File: src/rtl/game_session_fsm.sv
// -----------------------------------------------------------------------------
// game_session_fsm
//
// Purpose:
//   Session controller for a falling-block game. It handles mode selection
//   (sprint or networked battle), the battle ready handshake, the pre-game
//   countdown, the running game (sprint with pause, or battle with opponent
//   elimination tracking) and the win/lose result screen with a hold-off
//   period before the player may leave it.
//
// Ports:
//   clk              in   system clock
//   rst_l            in   asynchronous active-low reset
//   start_sprint     in   pulse: start a sprint game / leave result screen
//   battle_ready     in   pulse: enter battle ready lobby / leave result screen
//   ready_withdraw   in   pulse: leave the battle lobby
//   pause_toggle     in   pulse: pause / resume a sprint game
//   top_out          in   pulse: local player has topped out
//   lines_cleared    in   local cleared line count
//   opponent_ready   in   per-opponent ready level
//   opponent_lost    in   per-opponent elimination pulse
//   current_screen   out  state code (START=0 .. LOST=7)
//   game_start       out  one-cycle pulse, first cycle of SPRINT/MP
//   game_end         out  one-cycle pulse, first cycle of WON/LOST
//   game_won         out  1 while on the WON screen
//   opponents_alive  out  opponents not yet eliminated
//   countdown_value  out  remaining countdown clocks, 0 outside COUNTDOWN
//   randomizer_race  out  1 while in START or MP_READY
// -----------------------------------------------------------------------------
module game_session_fsm #(
    parameter int NUM_OPPONENTS      = 1,
    parameter int SPRINT_LINES       = 40,
    parameter int LINES_W            = 6,
    parameter int COUNTDOWN_CYCLES   = 4,
    parameter int RESULT_HOLD_CYCLES = 8
) (
    input  logic                                     clk,
    input  logic                                     rst_l,
    input  logic                                     start_sprint,
    input  logic                                     battle_ready,
    input  logic                                     ready_withdraw,
    input  logic                                     pause_toggle,
    input  logic                                     top_out,
    input  logic [LINES_W-1:0]                       lines_cleared,
    input  logic [NUM_OPPONENTS-1:0]                 opponent_ready,
    input  logic [NUM_OPPONENTS-1:0]                 opponent_lost,
    output logic [2:0]                               current_screen,
    output logic                                     game_start,
    output logic                                     game_end,
    output logic                                     game_won,
    output logic [2:0]                               opponents_alive,
    output logic [$clog2(COUNTDOWN_CYCLES+1)-1:0]    countdown_value,
    output logic                                     randomizer_race
);

    localparam int CNT_W  = $clog2(COUNTDOWN_CYCLES + 1);
    localparam int HOLD_W = $clog2(RESULT_HOLD_CYCLES + 1);

    typedef enum logic [2:0] {
        ST_START     = 3'd0,
        ST_MP_READY  = 3'd1,
        ST_COUNTDOWN = 3'd2,
        ST_SPRINT    = 3'd3,
        ST_MP        = 3'd4,
        ST_PAUSED    = 3'd5,
        ST_WON       = 3'd6,
        ST_LOST      = 3'd7
    } state_t;

    state_t                   state_q, state_d;
    logic                     mode_q, mode_d;           // 0 sprint, 1 battle
    logic [NUM_OPPONENTS-1:0] lost_mask_q, lost_mask_d;
    logic [CNT_W-1:0]         cnt_q, cnt_d;
    logic [HOLD_W-1:0]        hold_q, hold_d;
    logic                     game_start_q, game_start_d;
    logic                     game_end_q, game_end_d;
    logic [2:0]               lost_count;

    // Next-state and next-register logic
    always_comb begin
        state_d      = state_q;
        mode_d       = mode_q;
        lost_mask_d  = lost_mask_q;
        cnt_d        = cnt_q;
        hold_d       = hold_q;
        game_start_d = 1'b0;
        game_end_d   = 1'b0;

        // Hold counter is only non-zero on the result screens; it free-runs
        // down to zero and is reloaded whenever a result screen is entered.
        if (hold_q != '0) begin
            hold_d = hold_q - HOLD_W'(1);
        end

        case (state_q)
            ST_START: begin
                if (start_sprint) begin
                    state_d     = ST_COUNTDOWN;
                    mode_d      = 1'b0;
                    cnt_d       = CNT_W'(COUNTDOWN_CYCLES);
                    lost_mask_d = '0;
                end else if (battle_ready) begin
                    state_d = ST_MP_READY;
                    mode_d  = 1'b1;
                end
            end

            ST_MP_READY: begin
                if (&opponent_ready) begin
                    state_d     = ST_COUNTDOWN;
                    cnt_d       = CNT_W'(COUNTDOWN_CYCLES);
                    lost_mask_d = '0;
                end else if (ready_withdraw) begin
                    state_d = ST_START;
                end
            end

            ST_COUNTDOWN: begin
                // Leave on the clock where the counter shows 1; <= guards
                // against ever stalling on a zero count.
                if (cnt_q <= CNT_W'(1)) begin
                    state_d      = mode_q ? ST_MP : ST_SPRINT;
                    cnt_d        = '0;
                    game_start_d = 1'b1;
                end else begin
                    cnt_d = cnt_q - CNT_W'(1);
                end
            end

            ST_SPRINT: begin
                if (top_out) begin
                    state_d    = ST_LOST;
                    game_end_d = 1'b1;
                    hold_d     = HOLD_W'(RESULT_HOLD_CYCLES);
                end else if (lines_cleared >= LINES_W'(SPRINT_LINES)) begin
                    state_d    = ST_WON;
                    game_end_d = 1'b1;
                    hold_d     = HOLD_W'(RESULT_HOLD_CYCLES);
                end else if (pause_toggle) begin
                    state_d = ST_PAUSED;
                end
            end

            ST_PAUSED: begin
                if (pause_toggle) begin
                    state_d = ST_SPRINT;
                end
            end

            ST_MP: begin
                // Eliminations arriving this cycle count toward the win check.
                lost_mask_d = lost_mask_q | opponent_lost;
                if (top_out) begin
                    state_d    = ST_LOST;
                    game_end_d = 1'b1;
                    hold_d     = HOLD_W'(RESULT_HOLD_CYCLES);
                end else if (&lost_mask_d) begin
                    state_d    = ST_WON;
                    game_end_d = 1'b1;
                    hold_d     = HOLD_W'(RESULT_HOLD_CYCLES);
                end
            end

            ST_WON, ST_LOST: begin
                if ((hold_q == '0) && (start_sprint || battle_ready)) begin
                    state_d = ST_START;
                end
            end

            default: begin
                state_d = ST_START;
            end
        endcase
    end

    always_ff @(posedge clk or negedge rst_l) begin
        if (!rst_l) begin
            state_q      <= ST_START;
            mode_q       <= 1'b0;
            lost_mask_q  <= '0;
            cnt_q        <= '0;
            hold_q       <= '0;
            game_start_q <= 1'b0;
            game_end_q   <= 1'b0;
        end else begin
            state_q      <= state_d;
            mode_q       <= mode_d;
            lost_mask_q  <= lost_mask_d;
            cnt_q        <= cnt_d;
            hold_q       <= hold_d;
            game_start_q <= game_start_d;
            game_end_q   <= game_end_d;
        end
    end

    // Number of opponents eliminated so far
    always_comb begin
        lost_count = '0;
        for (int i = 0; i < NUM_OPPONENTS; i++) begin
            lost_count = lost_count + 3'(lost_mask_q[i]);
        end
    end

    assign current_screen  = state_q;
    assign game_start      = game_start_q;
    assign game_end        = game_end_q;
    assign game_won        = (state_q == ST_WON);
    assign opponents_alive = 3'(NUM_OPPONENTS) - lost_count;
    assign countdown_value = cnt_q;
    assign randomizer_race = (state_q == ST_START) || (state_q == ST_MP_READY);

endmodule

File: config.mk
export PLATFORM = sky130hd
export DESIGN_NAME = game_session_fsm
export DESIGN_NICKNAME = d
export VERILOG_FILES = /design/src/rtl/game_session_fsm.sv
export SDC_FILE = /design/constraint.sdc
export NUM_CORES = 1
export LEC_CHECK = 0
export ABC_AREA = 1
export CAP_MARGIN = 40
export CORE_ASPECT_RATIO = 1.5
export CORE_MARGIN = 1
export CORE_UTILIZATION = 47
export DETAILED_ROUTE_END_ITERATION = 6
export MAX_ROUTING_LAYER = met4
export PLACE_DENSITY = 0.83
export SLEW_MARGIN = 15
export SYNTH_ARGS = -nofsm -noshare
export SYNTH_HDL_FRONTEND = slang
export SYNTH_SLANG_ARGS = --single-unit
File: constraint.sdc
create_clock -name clk -period 1.7 [get_ports clk]
set_clock_uncertainty 0.2 [all_clocks]
set_input_delay 0.17 -clock clk [delete_from_list [all_inputs] [get_ports clk]]
set_output_delay 0.17 -clock clk [all_outputs]
set_load 0.02 [all_outputs]
# --- Word-level counts from Yosys, hierarchy flattened ---
# Cells that the tools add are included.
totals:
  output_inout_bits: 13
  register_bits: 14
  inputBits: 15
classes:
  reduce_logical: 14
  add_sub_neg: 3
  bitwise_logic: 1
  n_lt_le_gt_ge: 2
  n_eq_ne: 16
  mux: 36
op_table:
  columns: ["op", "count"]
  rows:
  - ["two-way mux 3 bit", 16]
  - ["one-hot mux 3 bit (7 select lines)", 1]
  - ["two-way mux 4 bit", 5]
  - ["equality test 3 bit (second input constant)", 4]
  - ["two-way mux 1 bit", 10]
  - ["!= test 2 bit (second input constant)", 5]
  - ["!= test 3 bit (second input constant)", 3]
  - ["one-hot mux 3 bit (3 select lines)", 1]
  - ["one-hot mux 4 bit (2 select lines)", 1]
  - ["AND reduction 7 bit", 1]
  - ["equality test 3 x 2 -> 1 bit (second input constant)", 2]
  - [">= comparator 6 bit (second input constant)", 1]
  - ["AND reduction 3 bit", 2]
  - ["nonzero test 3 bit", 2]
  - ["zero test 4 bit", 1]
  - ["!= test 4 bit (second input constant)", 1]
  - ["nonzero test 4 bit", 1]
  - ["subtractor 4 x 1 -> 4 bit (second input constant)", 1]
  - ["equality test 3 x 1 -> 1 bit (second input constant)", 1]
  - ["<= comparator 3 x 1 -> 1 bit (second input constant)", 1]
  - ["zero test 3 bit", 1]
  - ["one-hot mux 1 bit (3 select lines)", 1]
  - ["subtractor 3 x 1 -> 3 bit (second input constant)", 1]
  - ["logical OR 1 bit", 2]
  - ["other kinds (7)", 7]

# --- Longest topological paths before layout ---
# Gate-level depths: netlist of run 1.
depth:
  depth_word: 5
  ltp_mapped: 11
  mapped_depth_nobuf: 11

# --- Least setup slack after synthesis of run 1 ---
# Ideal clock, no wire load.
synth_timing:
  path_kind: "register -> register"
  from: "reg cnt_q[1], in the netlist countdown_value[1]"
  to: "reg state_q[1], in the netlist current_screen[1]"
  slack_ps: 85
  path_stages_with_launch: 11
  synth_period_minus_slack_ps: 1615
  setup_ps: 117
  arrival_ps: 1298
  path_cell_list: "dfrtp_1 -> inv_1 -> ha_1 -> o21bai_1 -> nand2_1 -> nand2_1 -> nand2_1 -> nor2_2 -> nand2_2 -> nand2_1 -> nand2_1"
synth_between:
  elab_chain_cells: 3
synth_lines:
  columns: ["item", "line_no", "rtl"]
  rows:
  - ["start, declared", "73", "logic [CNT_W-1:0] cnt_q, cnt_d;"]
  - ["start signal, assigned", "189", "cnt_q <= cnt_d;"]
  - ["<= comparator 3 x 1 -> 1 bit", "121", "if (cnt_q <= CNT_W'(1)) begin"]
  - ["!= test 2 bit (no line)", null, null]
  - ["AND reduction 7 bit (no line)", null, null]
  - ["end signal, assigned", "186", "state_q <= state_d;"]
  - ["end, declared", "70", "state_t state_q, state_d;"]
# Every way passes these cells.
# A chain may end at the register's enable or synchronous reset.

# --- Worst setup path after layout of run 1 ---
layout_timing:
  from: "reg state_q[0], in the netlist current_screen[0]"
  to: "reg state_q[1], in the netlist current_screen[1]"
layout_between:
  elab_chain_cells: 4
layout_lines:
  columns: ["item", "line_no", "rtl"]
  rows:
  - ["equality test 3 bit", "95", "case (state_q)"]
  - ["OR reduction 2 bit", "95", null]
  - ["!= test 2 bit (no line)", null, null]
  - ["AND reduction 7 bit (no line)", null, null]
# Parallel ways exist; a longest one is shown, timed or not.

==> impl_results.md, run 1 <==
* Status: finished, final reports clean
* RD Place Congestion at 0.8853
* Final Hold Violating Endpoints at 0
* Synth top cells by count: nand2_1, nor2_1, inv_1
* DR pass1 iterations at 5
* Min-delay src: battle_ready
* Vias/cell at between 5 and 6
* Die H at 58.20 um
* Most used DFF post-synth: dfrtp_1
* Drt wl/cell at around 13 um
* # port buffers at 22
* Post-layout minimum cycle time at 1.664 ns
* Fin crit share at 97.86%
* Setup violators final at 0
* Worst r2r path cells at 9
* Worst min-delay path endpoint: mode_q
* Hold Path Depth at 3
* Max clock buf depth at 2
* Area growth, synth to finish at 49.05%
* Critical Path Sink Type: register
* Starting density of the core at around 49%
* Area share of the largest cell type after synthesis at approximately 35%
* Hold_ws at 0.2573 ns
* Dpl hpwl at ~1900 um
* Netlist cell types at 25
* DRT iter0 DRCs at 42
* Share of layout cells above drive strength 1 at 30.53%
* CP max FO at 8
* Final setup TNS at 0 ns
* # IOs at 28
* Die area at between 0.002 and 0.0025 mm2
* DR top layer: met4
* Pin count of the biggest net entering global routing at 15
* Hold Crit Class: input pin to register
* Most frequent cell after synthesis: nand2_1
* DRC violations left at 0
* Crit path launch type: register
* Dpl ws at -0.1120 ns
* Total Routing Usage GR at 26.01%
* Leak pwr at between 0.7 and 0.8 nW
* Cells after Synth at between 100 and 150
* Power Density at around 1900 mW/mm2
* #FFs+latches synth at 14
* Clk Latency, worst-skew pair at 0.30 ns
* Synth area leaders: dfrtp_1, nand2_1, nor2_1
* Type of the worst setup path: register to register
* Pwr Total at around 2.9 mW
* H-tree Lvls at 1
* Number of max-cap violations at 0
* Layout Nets at around 210
* Met3 wire length at between 150 and 200 um
* Worst EP required at ~1.7 ns
* CTS tree: done
* Vias at between 1,000 and 1,500
* Die W at between 30 and 40 um
* Worst reg2reg endpoint: current_screen[1]
* Total length of routed wires at 2773 um
* Post-route non-filler standard cell count at roughly 210
* Data arrival, critical path at approximately 1.7 ns
* Post-synth EDFFs at 0
* Placed cell count at roughly 200
* Slack of the worst reg-to-reg path at between 0.03 and 0.04 ns
* Num CTS Buffers at 3
* Post-Syn Area per Cell at between 6 and 7 um2
* Met2 WL at approximately 1500 um
* First-pass GRT wire length at ~4000 um
* Core area at approximately 0.0020 mm2
* Post-synth ARST share at 100.0%
* Grt total ovfl at 0
* Peak supply drop at around 1.3 mV
* Clk slew on worst S/H paths at about 0.090 ns
* Slew Viols, Final at 0
* Vias in the first global route at ~970
* CTS root buf: clkbuf_4
* Synth Cell Area at around 990 um2
* Length of routed wiring on met1 at around 950 um
* Rows at 20
* Final Worst Setup Slack at 0.03636 ns
* # clock sinks at 14
* Fmax at between 600 and 700 MHz
* Yosys warns at 0
* N_diodes at 0
* Register area share after synthesis at between 30 and 40%
* Area leader, netlist: dfrtp_1
* Final ANT Viol Nets at 0
* Initial antenna violation count at 0
* Reg-to-Reg Start: current_screen[0]
## worst max-delay path, cell delays in order, from the launching register on
cell and delay, ns:
dfrtp_2 0.47, buf_4 0.18, nand2_1 0.07, nor2_2 0.05
nand3_1 0.10, nand2_1 0.05, nor2_1 0.17, nand2_2 0.10
nand2_1 0.09, nand2_1 0.07
## layout by cell type (no fill, tap or decap), types with 2 or more instances in the layout
cell,n
a21oi_1,5
buf_4,19
buf_6,2
clkbuf_4,3
clkdlybuf4s50_1,13
conb_1,2
dfrtp_1,12
dfrtp_2,2
dlygate4sd2_1,5
dlymetal6s2s_1,2
ha_4,2
inv_1,16
inv_2,7
nand2_1,34
nand2_2,8
nand3_1,8
nand3b_1,2
nor2_1,20
nor2_2,4
nor2_4,3
o21ai_0,3
o21bai_1,2
xor2_1,2
## through the flow
step	cell area [um2]	util, %
6_report	1475	73.69
5_1_grt	1475	73.69
4_1_cts	1344	67.13
3_5_place_dp	1297	64.81
3_3_place_gp	1297	64.81
2_1_floorplan	993.5	-
## area by class of cell
type,instances,area (um2)
Clock buffer,4,36.28
Timing Repair Buffer,43,379.1
Inverter,24,92.59
Multi-Input combinational cell,105,586.8
Sequential cell,14,352.8
Tap cell,22,27.53
Fill cell,160,526.8
## power breakdown
group          switching [mW]  leakage, nW  internal (mW)
combinational            1.08        0.586          0.889
clock                   0.131       0.0210          0.131
sequential              0.153        0.172          0.489
## registers in the layout, summed over array words and instances, names as in the netlist
signal / cells
game_end: 1
lost_mask_q: 1
mode_q: 1
hold_q: 4
current_screen: 3
game_start: 1
countdown_value: 3
## cell families after synthesis
kind of cell	after synthesis	share of synthesized area, %
AO/OA/AOI/OAI	15	9.987
other	1	0.3789
adder cells (fa/ha/maj)	3	3.793
AND/OR/NAND/NOR	83	35.90
flip-flops	14	35.40
buffers and inverters	28	12.77
XOR/XNOR	2	1.770
## worst max-delay path by stage
| stage | start | end | slack (ns) | cells past startpoint |
|---|---|---|---|---|
| after detailed placement | current_screen[0] | randomizer_race | -0.11 | 5 |
| after floorplan | countdown_value[1] | current_screen[1] | 0.08 | 10 |
| after global placement | current_screen[0] | randomizer_race | -0.08 | 5 |
| after global routing | countdown_value[1] | current_screen[1] | -0.06 | 10 |
| final | current_screen[0] | current_screen[1] | 0.04 | 9 |
| after CTS | current_screen[0] | randomizer_race | -0.04 | 5 |
## timing repair
item | 4_1_cts | 5_1_grt
endpoints found under the hold margin | 8 | 0
endpoints found under the setup margin | 7 | 7
hold buffers | 1 | 0
pin swaps | 0 | 12
gates resized for setup | 13 | 28
setup buffers | 1 | 7
## metal layers
metal	up-vias	global-route usage, %
li1	535	-
met4	0	14.78
met3	18	4.981
met1	495	26.68
met2	60	43.56
met5	-	-
No activity file was read; power rests on OpenSTA's default activity.
==> run 2: changes to the inputs <==
--- a/config.mk
+++ b/config.mk
@@ -8,7 +8,7 @@
 export ABC_AREA = 1
 export CAP_MARGIN = 40
 export CORE_ASPECT_RATIO = 1.5
-export CORE_MARGIN = 1
+export CORE_MARGIN = 3
 export CORE_UTILIZATION = 47
 export DETAILED_ROUTE_END_ITERATION = 6
 export MAX_ROUTING_LAYER = met4
==> run 2 against run 1 <==
Net effect: the run now ends with negative hold slack left; total power decreased by 9.5%; cell area decreased by 6.4%; worst hold slack got worse by 0.26 ns; flip-flop and latch count unchanged; fmax shrank 1.6%; final cell count shrank 3.3%; first-iteration DRC count decreased by 38%; non-clock buffer count shrank 5; sequential share of layout area rose by 1.5 points; critical path depth decreased by 4; largest cell class unchanged; largest power group unchanged.
==> impl_results.md, run 2 (synthesis gave the netlist of run 1 again) <==
* Vias at 1,046
* Share of layout cells above drive strength 1 at between 20% and 30%
* Layout Nets at 204
* # IOs at 28
* Num CTS Buffers at 3
* Failing checks: negative hold slack
* GR Util met3 at 2.890%
* RD Place Congestion at a little under 0.9
* Status: finished with violations
* FF/Latch Area at 351.6 um2
* N_diodes at 0
* Fmax at between 500 and 600 MHz
* DR pass1 iterations at 4
* GR met1 Demand/Resource at 19.82%
* First-pass GRT wire length at roughly 4000 um
* Data arrival, critical path at 1.32 ns
* Max FFs per register at 4
* # port buffers at 22
* Grt total ovfl at 0
* Pin count of the biggest net entering global routing at 15
* Post-layout minimum cycle time at ~1.7 ns
* Hold_ws at -0.006807 ns
* Hold Crit Class: input pin to async pin
* Drt wl/cell at about 13 um
* Leak pwr at 0.7348 nW
* Number of max-cap violations at 0
* Fin crit share at between 90 and 100%
* Routing usage on met2 at around 36%
* Worst reg2reg endpoint: current_screen[1]
* Final Hold Violating Endpoints at 14
* Most common cell after layout, fill and taps aside: nand2_1
* Slew Viols, Final at 0
* Starting density of the core at a little over half
* Peak supply drop at between 1 and 1.5 mV
* DRC violations left at 0
* H-tree Lvls at 1
* Slack of the worst reg-to-reg path at 0.05 ns
* Initial antenna violation count at 0
* Vias in the first global route at 990
* Critical Path Sink Type: output pin
* Fillers at 163
* Final ANT Viol Nets at 0
* Total Routing Usage GR at between 10% and 20%
* CTS tree: done
* Hold_buf cts at 0
* Placed cell count at ~200
* Final Core Density at 72.63%
* Reg-to-Reg Start: hold_q[0]
* # clock sinks at 14
* Worst r2r path cells at 11
* Busiest layer in global routing: met2
* Core area at between 0.0015 and 0.002 mm2
* Post-DP Area at 0.001289 mm2
* Area growth, synth to finish at 39.57%
* Vias/cell at roughly 5
* CTS root buf: clkbuf_4
* Die W at 43.47 um
* Crit path launch type: register
* Multi-input gate area at about 560 um2
* Setup violators final at 0
* Clk Latency, worst-skew pair at 0.28 ns
* Largest reg by FF count: hold_q
* Design area at about 0.0014 mm2
* Pwr Total at 2.598 mW
* Type of the worst setup path: register to output pin
* Die H at approximately 62 um
* CP max FO at 4
* Post-route non-filler standard cell count at 205
* Worst EP required at 1.33 ns
* Clk slew on worst S/H paths at ~0.090 ns
* DRT iter0 DRCs at 26
* Total length of routed wires at between 2000 and 3000 um
* Die area at ~0.0027 mm2
* RSZ-0062 raised after global routing: true
* Dpl hpwl at approximately 2000 um
* Most frequent cells in the layout: nand2_1, nor2_1, inv_1, buf_4, clkdlybuf4s50_1
* Rows at 19
* Power Density at between 1500 and 2000 mW/mm2
* Max clock buf depth at 2
==> run 2: cell count changes in the layout (fill, tap and decap cells not counted), sizes merged <==
| cell | change |
|---|---|
| buf | -5 |
| clkdlybuf4s50 | +1 |
| dlygate4sd3 | -1 |
| dlymetal6s2s | -1 |
==> run 2: worst max-delay path by stage <==
stage,startpoint,endpoint,slack [ns],cells after the start
2_1_floorplan,countdown_value[1],current_screen[1],0.08,10
3_3_place_gp,current_screen[0],randomizer_race,-0.08,5
3_5_place_dp,current_screen[0],randomizer_race,-0.11,5
4_1_cts,current_screen[0],randomizer_race,-0.03,5
5_1_grt,current_screen[0],randomizer_race,-0.07,5
6_report,current_screen[0],randomizer_race,0.009,5
==> run 2: area by class of cell <==
| cell class | count | share of cell area (%) |
|---|---|---|
| Clock buffer | 3 | 1.630 |
| Inverter | 24 | 6.703 |
| Multi-Input combinational cell | 105 | 40.67 |
| Sequential cell | 14 | 25.45 |
| Tap cell | 21 | 1.902 |
| Timing Repair Buffer | 38 | 23.64 |
==> run 2: routing by layer <==
metal	share of wire [%]	up-vias
met5	0	-
met4	1.5	0
met3	5.2	7
met2	55	35
met1	38	483
li1	-	521
==> run 2: report_power, final <==
group          leakage [nW]  switching, mW  internal [mW]
clock                0.0138          0.113         0.0822
combinational         0.548           1.02          0.775
sequential            0.173          0.123          0.488
total                 0.735           1.25           1.35
==> run 2: critical path, cell delays in order, from the launching register on <==
cell and delay (ns):
dfrtp_2 0.41, nor2_1 0.08, nand2_2 0.07, inv_2 0.04, or2_2 0.28, buf_2 0.16
==> run 2: repair_timing <==
action                     4_1_cts  5_1_grt
resized for setup               12       18
setup buffers                    1        4
setup endpoints to repair        8        6
pin swaps                        0        9
hold endpoints to repair         0        0
==> run 2: stage by stage <==
step | TNS [ns] | setup slack [ns]
finish | 0 | 0.009133
global route | -0.1517 | -0.07119
CTS | -0.03282 | -0.03282
detailed placement | -0.1120 | -0.1120
global placement | -0.07759 | -0.07759
floorplan | 0 | 0.08472
